<file path="src/rtl/pipe_pkg.sv">
// Purpose: shared types and constants for the pipeline hazard controller.
// Latency: n/a (types, constants and a pure helper function only).
// Backpressure: n/a.
package pipe_pkg;

  // Controller FSM: RUN is normal flow, MWAIT holds the pipe on a slow memory access
  typedef enum logic [0:0] {
    RUN   = 1'b0,
    MWAIT = 1'b1
  } state_t;

  // Register-number width of the register file
  localparam int REG_W = 5;

  // Operand forwarding selects seen by the ID-stage operand muxes
  localparam logic [1:0] FWD_RF   = 2'd0;  // register file read data
  localparam logic [1:0] FWD_EXE  = 2'd1;  // EX-stage ALU result
  localparam logic [1:0] FWD_MALU = 2'd2;  // MEM-stage ALU result
  localparam logic [1:0] FWD_MMEM = 2'd3;  // MEM-stage load data

  // True when a producer writes a nonzero destination that matches a source.
  // Register 0 is hardwired to zero, so it never counts as a dependency.
  function automatic logic reg_hit(input logic             wr,
                                   input logic [REG_W-1:0] dst,
                                   input logic [REG_W-1:0] src);
    return wr & (dst != '0) & (dst == src);
  endfunction

endpackage

</file>
<file path="src/rtl/pipe_fwd_unit.sv">
// Purpose: forwarding select for one ID-stage source operand (EX result beats MEM result).
// Latency: purely combinational, zero cycles.
// Backpressure: none; the select is valid whenever the inputs are.
module pipe_fwd_unit
  import pipe_pkg::*;
(
  input  logic [REG_W-1:0] i_src,
  input  logic             i_ewreg,
  input  logic             i_em2reg,
  input  logic [REG_W-1:0] i_ern,
  input  logic             i_mwreg,
  input  logic             i_mm2reg,
  input  logic [REG_W-1:0] i_mrn,
  output logic [1:0]       o_sel
);

  // Youngest producer wins; a load still in EX cannot be forwarded (load-use stall covers it)
  always_comb begin
    o_sel = FWD_RF;
    if (reg_hit(i_ewreg & ~i_em2reg, i_ern, i_src)) begin
      o_sel = FWD_EXE;
    end else if (reg_hit(i_mwreg & ~i_mm2reg, i_mrn, i_src)) begin
      o_sel = FWD_MALU;
    end else if (reg_hit(i_mwreg & i_mm2reg, i_mrn, i_src)) begin
      o_sel = FWD_MMEM;
    end
  end

endmodule

</file>
<file path="src/rtl/pipe_hazard_ctrl.sv">
// Purpose: stall/flush/forward control for the 5-stage pipe plus data-memory wait handling.
// Latency: enables, bubbles and forward selects are combinational; state/counters update each clock.
// Backpressure: dmem_ready low freezes the whole pipe until ready or the wait times out.
module pipe_hazard_ctrl
  import pipe_pkg::*;
#(
  parameter int MEM_TIMEOUT = 16,
  parameter int CNT_W       = 32,
  parameter int DELAY_SLOT  = 1
) (
  input  logic             clock,
  input  logic             resetn,
  input  logic [REG_W-1:0] i_rs,
  input  logic [REG_W-1:0] i_rt,
  input  logic             i_users,
  input  logic             i_usert,
  input  logic             i_branch_taken,
  input  logic             i_ewreg,
  input  logic             i_em2reg,
  input  logic [REG_W-1:0] i_ern,
  input  logic             i_mwreg,
  input  logic             i_mm2reg,
  input  logic [REG_W-1:0] i_mrn,
  input  logic             i_mmem,
  input  logic             i_dmem_ready,
  output logic             o_dmem_req,
  output logic             o_wpcir,
  output logic             o_fd_flush,
  output logic             o_de_en,
  output logic             o_de_bubble,
  output logic             o_em_en,
  output logic             o_mw_bubble,
  output logic [1:0]       o_fwda,
  output logic [1:0]       o_fwdb,
  output logic             o_mem_err,
  output logic [CNT_W-1:0] o_stall_cycles
);

  // Wide enough to hold MEM_TIMEOUT itself, so the final increment never wraps
  localparam int WAIT_W = $clog2(MEM_TIMEOUT + 1);
  localparam logic [WAIT_W-1:0] WAIT_LAST = WAIT_W'(MEM_TIMEOUT - 1);

  state_t            r_state;
  logic [WAIT_W-1:0] r_wait_cnt;
  logic [CNT_W-1:0]  r_stall_cnt;

  logic w_in_wait;
  logic w_timeout;
  logic w_wait_exit;
  logic w_freeze;
  logic w_load_use;
  logic w_wpcir;

  // Memory-wait bookkeeping: last permitted wait cycle and the cycle that leaves MWAIT
  always_comb begin
    w_in_wait   = (r_state == MWAIT);
    w_timeout   = w_in_wait & (r_wait_cnt == WAIT_LAST);
    w_wait_exit = w_in_wait & (i_dmem_ready | w_timeout);
  end

  // Freeze on a missed first access or while still waiting; the exit cycle lets the pipe move
  always_comb begin
    w_freeze = ((r_state == RUN) & i_mmem & ~i_dmem_ready) | (w_in_wait & ~w_wait_exit);
  end

  // Load in EX feeding an operand the ID instruction actually reads
  always_comb begin
    w_load_use = ~w_freeze & i_em2reg &
                 ((i_users & reg_hit(i_ewreg, i_ern, i_rs)) |
                  (i_usert & reg_hit(i_ewreg, i_ern, i_rt)));
  end

  // Register enables and bubbles; reset holds everything still with bubbles into WB
  always_comb begin
    w_wpcir     = resetn & ~w_freeze & ~w_load_use;
    o_wpcir     = w_wpcir;
    o_de_en     = resetn & ~w_freeze;
    o_em_en     = resetn & ~w_freeze;
    o_de_bubble = w_load_use;
    o_mw_bubble = ~resetn | w_freeze;
    o_fd_flush  = (DELAY_SLOT == 0) & i_branch_taken & w_wpcir;
    o_dmem_req  = resetn & i_mmem;
  end

  // A timeout is an abort only if the memory did not complete in that same cycle
  always_comb begin
    o_mem_err = w_timeout & ~i_dmem_ready;
  end

  // Memory handshake FSM; the wait counter restarts on every entry to MWAIT
  always_ff @(posedge clock or negedge resetn) begin
    if (!resetn) begin
      r_state    <= RUN;
      r_wait_cnt <= '0;
    end else begin
      case (r_state)
        RUN: begin
          if (i_mmem & ~i_dmem_ready) begin
            r_state    <= MWAIT;
            r_wait_cnt <= '0;
          end
        end
        MWAIT: begin
          r_wait_cnt <= r_wait_cnt + WAIT_W'(1);
          if (w_wait_exit) begin
            r_state <= RUN;
          end
        end
        default: begin
          r_state    <= RUN;
          r_wait_cnt <= '0;
        end
      endcase
    end
  end

  // Saturating count of cycles in which the front end did not advance
  always_ff @(posedge clock or negedge resetn) begin
    if (!resetn) begin
      r_stall_cnt <= '0;
    end else if (~w_wpcir && ~(&r_stall_cnt)) begin
      r_stall_cnt <= r_stall_cnt + CNT_W'(1);
    end
  end

  assign o_stall_cycles = r_stall_cnt;

  pipe_fwd_unit u_fwd_a (
    .i_src   (i_rs),
    .i_ewreg (i_ewreg),
    .i_em2reg(i_em2reg),
    .i_ern   (i_ern),
    .i_mwreg (i_mwreg),
    .i_mm2reg(i_mm2reg),
    .i_mrn   (i_mrn),
    .o_sel   (o_fwda)
  );

  pipe_fwd_unit u_fwd_b (
    .i_src   (i_rt),
    .i_ewreg (i_ewreg),
    .i_em2reg(i_em2reg),
    .i_ern   (i_ern),
    .i_mwreg (i_mwreg),
    .i_mm2reg(i_mm2reg),
    .i_mrn   (i_mrn),
    .o_sel   (o_fwdb)
  );

endmodule

</file>
<file path="config.mk">
export PLATFORM = sky130hd
export DESIGN_NAME = pipe_hazard_ctrl
export DESIGN_NICKNAME = d
export VERILOG_FILES = /design/src/rtl/pipe_pkg.sv /design/src/rtl/pipe_fwd_unit.sv /design/src/rtl/pipe_hazard_ctrl.sv
export SDC_FILE = /design/constraint.sdc
export NUM_CORES = 1
export LEC_CHECK = 0
export ABC_AREA = 1
export CORE_UTILIZATION = 40
export DETAILED_ROUTE_END_ITERATION = 10
export PLACE_DENSITY = 0.68
export SLEW_MARGIN = 5
export SYNTH_ARGS = -nofsm -noshare
export SYNTH_HDL_FRONTEND = slang
export SYNTH_SLANG_ARGS = --single-unit
</file>
<file path="constraint.sdc">
create_clock -name clock -period 6.1 [get_ports clock]
set_input_delay 1.22 -clock clock [delete_from_list [all_inputs] [get_ports clock]]
set_output_delay 1.22 -clock clock [all_outputs]
set_load 0.02 [all_outputs]
</file>
==> results.yml, run 1 <==
yosys:
  synth_area_per_cell_um2: 6.33
  netlist_top_cells_area: "dfrtp_1, nand2_1, inv_1"
  synth-warning-count: 0
  synthCells: 452
  async_reset_ff_share_pct: 100
  syn-cell-area_um2: 2860
  edff_count_synth: 0
  mappedNetlistNets: 486
  sequential_share_of_the_synthesized_area_pct: 33.3
  ys.flop_type: "dfrtp_1"
  ys_types: 29
  synth_area_leader_cell: "dfrtp_1"
  yosys.cell_count.top_type: "nand2_1"
  post-synth-top-area-fraction_pct: 33.3
  synth_common_cells: "nand2_1, inv_1, nor2_1"
  synth-seq-cells: 38
power_and_ir_drop:
  switching_power_uw: 236
  pwr-share-comb_pct: 25.1
  seq_power_share_pct: 40.5
  leakagePower_nw: 1.85
  switching_share_pct: 30.0
  cellInternalPower_uw: 549
  power_density_nw_per_um2: 208
  irDropWorstVdd_mv: 0.104
  power.clock.fraction_pct: 34.4
clock_network:
  h-tree-depth: 2
  postCtsSetupRepairBufs: 0
  cts-root-to-sink-buffers: 2
  clk-insertion-delay-late_ns: 0.29
  ctsRootBufferMaster: "clkbuf_8"
  ctsHoldBuffers: 0
  clock_sinks: 38
  cts_repair_resize_count: 0
  clk_transition_reported_paths_ns: 0.08
  tritoncts: "yes"
  cts_bufs_inserted: 5
placement:
  hpwl_mm: 5.25
  place.port_buffers: 72
  finalWeightedCongestion: 0.806
  place_ws_ns: 1.66
  placed_area_um2: 3640
grt:
  grt_first_pass_wirelength_mm: 11.9
  grt_start_max_net_pins: 51
  vias_in_the_first_global_route: 2658
  grt_overflow: 0
  grt_usage_pct: 20.0
  initial_antenna_violation_count: 0
sta:
  layout_setup_ws_ns: 1.63
  hold_viol: 0
  max_clock_freq_mhz: 224
  clock_skew_ns: 0.00617
  worst-slew-pin-transition_ns: 0.657
  setup_tns_ns: 0
  layout_worst_path_cycle_share_pct: 73.2
  final-setup-viol-count: 0
  period_needed_ns: 4.47
  final-max-slew-violation-count: 0
  worst_slew_margin_rel_pct: 56.1
  rsz0062_at_grt: "no"
die:
  die_height_um: 86.5
  coreArea_um2: 6830
  io-pin-count: 75
  die_footprint_um2: 7490
  die_width_um: 86.5
  floorplan.initialDensity_pct: 41.8
  row_count: 30
final_layout:
  final_layout_size_suffix_gt1_share_pct: 4.78
  antenna_cells_inserted: 0
  area.sequential_um2: 951
  fill_cells: 681
  layout.cell_area.non_filler_um2: 3780
  areaGrowthSynthToFinish_pct: 32.2
  multi_input_logic_area_um2: 1570
  fin_nets: 556
route:
  ant_nets: 0
  via_count: 2955
  avgRoutedWirePerCell_um: 11.4
  drt_iter0_markers: 166
  wirelength_mm: 7.06
  detail_route.first_pass.iterations: 4
  via_per_inst: 4.77
  post_route_drc: 0
worst_setup_path:
  crit_arrival_ns: 3.25
  cells_on_worst_reg2reg_path: 14
  worstSetupStartpointType: "input pin"
  path_max_fanout: 4
  reg2reg_to: "o_stall_cycles[7]"
  criticalPathCategory: "input pin to output pin"
  critical-path-slowest-cell: "clkdlybuf4s50_1"
  worstReg2RegStart: "r_wait_cnt[0]"
  endpoint_kind: "output pin"
  critical_path.cell_chain: "clkdlybuf4s50_1 > nor3_1 > nand3_1 > nand2_1 > or2_2 > nor2_1 > nor3_1 > clkdlybuf4s50_1"
  required_worst_endpoint_ns: 4.88
  cpPeakStageDelay_ns: 0.65
  timing.reg2reg.setup_slack_ns: 3.56
min_path:
  holdCritPathClass: "flop to flop"
  timing.hold.worst_endpoint: "r_wait_cnt[0]"
  hold-path-cell-count: 1
  hold_path.startpoint: "r_wait_cnt[0]"
run_status:
  outcome: "complete, no violations"
job:
  maxCapViolCount: 0
## cell usage in the layout, fill, tap and decap left out, drive strengths merged, types with 2 or more instances in the layout
cell / synthesis / final
nand4: 10 / 10
clkbuf: 0 / 6
nand3b: 2 / 2
xnor2: 10 / 10
nor2: 47 / 47
ha: 3 / 3
a21oi: 2 / 2
nand3: 45 / 45
nand2: 175 / 175
inv: 72 / 72
dfrtp: 38 / 38
or2: 2 / 2
buf: 11 / 3
xor2: 11 / 11
bufinv: 0 / 2
clkdlybuf4s50: 0 / 71
nor3: 14 / 14
o21ai: 2 / 2
o22ai: 5 / 5
## stage by stage
| step | std cells | power [mW] | hold WS (ns) | util (%) |
|---|---|---|---|---|
| after detailed placement | 611 | 0.521 | 0.504 | 53.2 |
| after CTS | 619 | 0.788 | 0.514 | 55.3 |
| after global routing | 619 | 0.822 | 0.535 | 55.3 |
| after global placement | 611 | 0.513 | 0.489 | 53.2 |
| final | 619 | 0.785 | 0.511 | 55.3 |
| after floorplan | 452 | 0.433 | 0.471 | - |
## flip-flops by register name, indices dropped and copies added (netlist names)
name and cells:
o_stall_cycles 32, r_state 1, r_wait_cnt 5
## worst max-delay path by stage
stage	start	end	slack, ns	cells after the start
after floorplan	i_dmem_ready	o_wpcir	2.55	8
after global placement	i_ern[3]	o_fwda[1]	1.65	8
after detailed placement	i_ern[3]	o_fwda[1]	1.66	8
after CTS	i_ern[3]	o_fwda[1]	1.64	8
after global routing	i_ern[3]	o_fwda[1]	1.54	8
final	i_ern[3]	o_fwda[1]	1.63	8
## kinds of logic (layout without fill, tap and decap cells)
group / after synthesis / count (layout) / synth area share, %
AND/OR/NAND/NOR: 295 / 295 / 44.5
XOR/XNOR: 21 / 21 / 6.43
AO/OA/AOI/OAI: 11 / 11 / 2.41
buffers and inverters: 83 / 154 / 12.0
adder cells (fa/ha/maj): 3 / 3 / 1.31
flip-flops: 38 / 38 / 33.3
other: 1 / 1 / 0.131
## power by group through the flow
stage	clock (mW)	sequential [mW]	combinational [mW]
floorplan	0	0.335	0.0975
global placement	0	0.321	0.193
detailed placement	0	0.322	0.199
CTS	0.272	0.317	0.199
finish	0.270	0.318	0.197
global route	0.282	0.322	0.218
## layout make-up
cell class                      count  area share (%)
Timing Repair Buffer               74            19.3
Inverter                           72            7.15
Clock buffer                        6            2.18
Multi-Input combinational cell    331            41.4
Clock inverter                      2            1.59
Sequential cell                    38            25.2
Tap cell                           96            3.18
## worst max-delay path, delay by kind of cell
kind                   cells  cell delay (ns)
AND/OR/NAND/NOR            6             0.88
buffers and inverters      2             1.13
## routing by layer
metal | vias to the layer above | part of all wire, % | track usage, %
met5 | - | 0 | 0
met4 | 0 | 1.2 | 5.61
met3 | 8 | 5.5 | 3.33
met2 | 96 | 47 | 33.4
met1 | 1327 | 46 | 26.7
li1 | 1524 | - | -
Power figures use the tool's default switching activity.
==> run 2, diff against run 1 <==
Clock period 6.1 ns to 4.3 ns, I/O delays scaled along.
==> run 2 against run 1 <==
  * Design area decreased by 1.6%
  * First-iteration DRC count decreased by 16%
  * Clock power decreased by 8.5%
  * Via count decreased by 0.10%
  * Register-to-register slack got worse by 1.8 ns
  * Global-route usage about the same
  * Total power increased by 25%
==> results.yml, run 2 (same netlist as run 1, synthesis figures left out) <==
final_layout:
  antenna_cells_inserted: 0
  multi_input_logic_area_um2: 1570
  fin_nets: 556
  final_layout_size_suffix_gt1_share_pct: 4.41
  layout.cells.most_common_list: "nand2_1, inv_1, clkdlybuf4s50_1, nor2_1, nand3_1"
  mostFrequentLayoutCell: "nand2_1"
  layout.cell_area.non_filler_um2: 3720
  area.sequential_um2: 951
  fill_cells: 688
  largest_reg_flops: 32
  areaGrowthSynthToFinish_pct: 30.1
die:
  row_count: 30
  coreArea_um2: 6830
  die_width_um: 86.5
  die_height_um: 86.5
  die_footprint_um2: 7490
  floorplan.initialDensity_pct: 41.8
  io-pin-count: 75
sta:
  rsz0062_at_grt: "no"
  clock_skew_ns: 0.00508
  final-max-slew-violation-count: 0
  worst-slew-pin-transition_ns: 0.653
  final-setup-viol-count: 0
  setup_tns_ns: 0
  max_clock_freq_mhz: 266
  period_needed_ns: 3.76
  layout_worst_path_cycle_share_pct: 87.5
  worst_slew_margin_rel_pct: 56.4
  hold_viol: 0
route:
  avgRoutedWirePerCell_um: 11.4
  via_per_inst: 4.78
  post_route_drc: 0
  detail_route.first_pass.iterations: 4
  via_count: 2952
  wirelength_mm: 7.03
  drt_iter0_markers: 140
  ant_nets: 0
worst_setup_path:
  endpoint_kind: "output pin"
  criticalPathCategory: "input pin to output pin"
  worstSetupStartpointType: "input pin"
  critical_path.startpoint: "i_ern[3]"
  timing.reg2reg.setup_slack_ns: 1.77
  required_worst_endpoint_ns: 3.44
  worstReg2RegStart: "r_wait_cnt[0]"
  crit_arrival_ns: 2.90
  path_max_fanout: 4
grt:
  grt_start_max_net_pins: 51
  grt_usage_pct: 20.0
  grt_first_pass_wirelength_mm: 12.0
  vias_in_the_first_global_route: 2803
  initial_antenna_violation_count: 0
  grt_overflow: 0
clock_network:
  cts_bufs_inserted: 5
  tritoncts: "yes"
  clk-insertion-delay-late_ns: 0.29
  ctsRootBufferMaster: "clkbuf_8"
  h-tree-depth: 2
  clk_transition_reported_paths_ns: 0.07
  cts-root-to-sink-buffers: 2
  postCtsSetupRepairBufs: 0
  clock_sinks: 38
  ctsHoldBuffers: 0
  cts_repair_resize_count: 0
min_path:
  holdCritPathClass: "input pin to async pin"
run_status:
  outcome: "complete, no violations"
placement:
  place.port_buffers: 72
  finalWeightedCongestion: 0.824
  placed_area_um2: 3640
  hpwl_mm: 5.42
power_and_ir_drop:
  power_density_nw_per_um2: 264
  irDropWorstVdd_mv: 0.108
  leakagePower_nw: 1.82
job:
  maxCapViolCount: 0
-- run 2: cell count changes in the layout (fill, tap and decap cells not counted), sizes merged --
cell	before	now
bufinv	2	0
-- run 2: final timing paths --
| kind | end | depth (start not counted) |
|---|---|---|
| min reg2reg | o_stall_cycles[21] | 2 |
| max in group asynchronous | o_stall_cycles[10] | 2 |
| max | o_fwda[1] | 8 |
| min | o_stall_cycles[6] | 1 |
| min in group clock | o_stall_cycles[21] | 2 |
| max reg2reg | o_stall_cycles[0] | 14 |
-- run 2: per-layer routing --
metal / vias to the layer above / wire, um / GRT usage (%)
li1: 1520 / - / -
met1: 1345 / 3300 / 25.8
met5: - / 0 / 0
met3: 9 / 340 / 3.14
met2: 78 / 3290 / 34.2
met4: 0 / 102 / 6.97
-- run 2: area by class of cell --
type | count | share of cell area, %
Tap cell | 96 | 3.23
Clock buffer | 6 | 2.22
Multi-Input combinational cell | 331 | 42.1
Timing Repair Buffer | 74 | 19.6
Inverter | 72 | 7.27
Sequential cell | 38 | 25.6
-- run 2: through the flow --
stage          hold slack (ns)  std cells  setup slack [ns]  utilization, %  power, mW
3_5_place_dp             0.510        611             0.565            53.2      0.744
3_3_place_gp             0.491        611             0.574            53.2      0.728
4_1_cts                  0.409        617             0.544            54.5      0.990
5_1_grt                  0.406        617             0.454            54.5       1.04
2_1_floorplan            0.471        452              1.42               -      0.614
6_report                 0.407        617             0.537            54.5      0.981
-- run 2: critical path, stage by stage --
cell	delay (ns)
clkdlybuf4s50_1	0.48
nor3_1	0.31
nand3_1	0.12
nand2_1	0.09
or2_2	0.14
nor2_1	0.04
nor3_1	0.22
clkdlybuf4s50_1	0.65
-- run 2: where the power goes --
group / total, mW / switching, mW / internal [mW] / leakage, nW
Combinational: 0.283 / 0.149 / 0.134 / 1.26
Clock: 0.247 / 0.123 / 0.124 / 0.0431
Sequential: 0.452 / 0.0533 / 0.398 / 0.517
Total: 0.981 / 0.325 / 0.656 / 1.82
==> run 3, diff against run 2 <==
Settings changed: CTS_CLUSTER_SIZE from default to 40, SLEW_MARGIN 5 to 40.
==> results of run 3 <==
No change in the layout: final DEF, timing and power equal those of run 2.
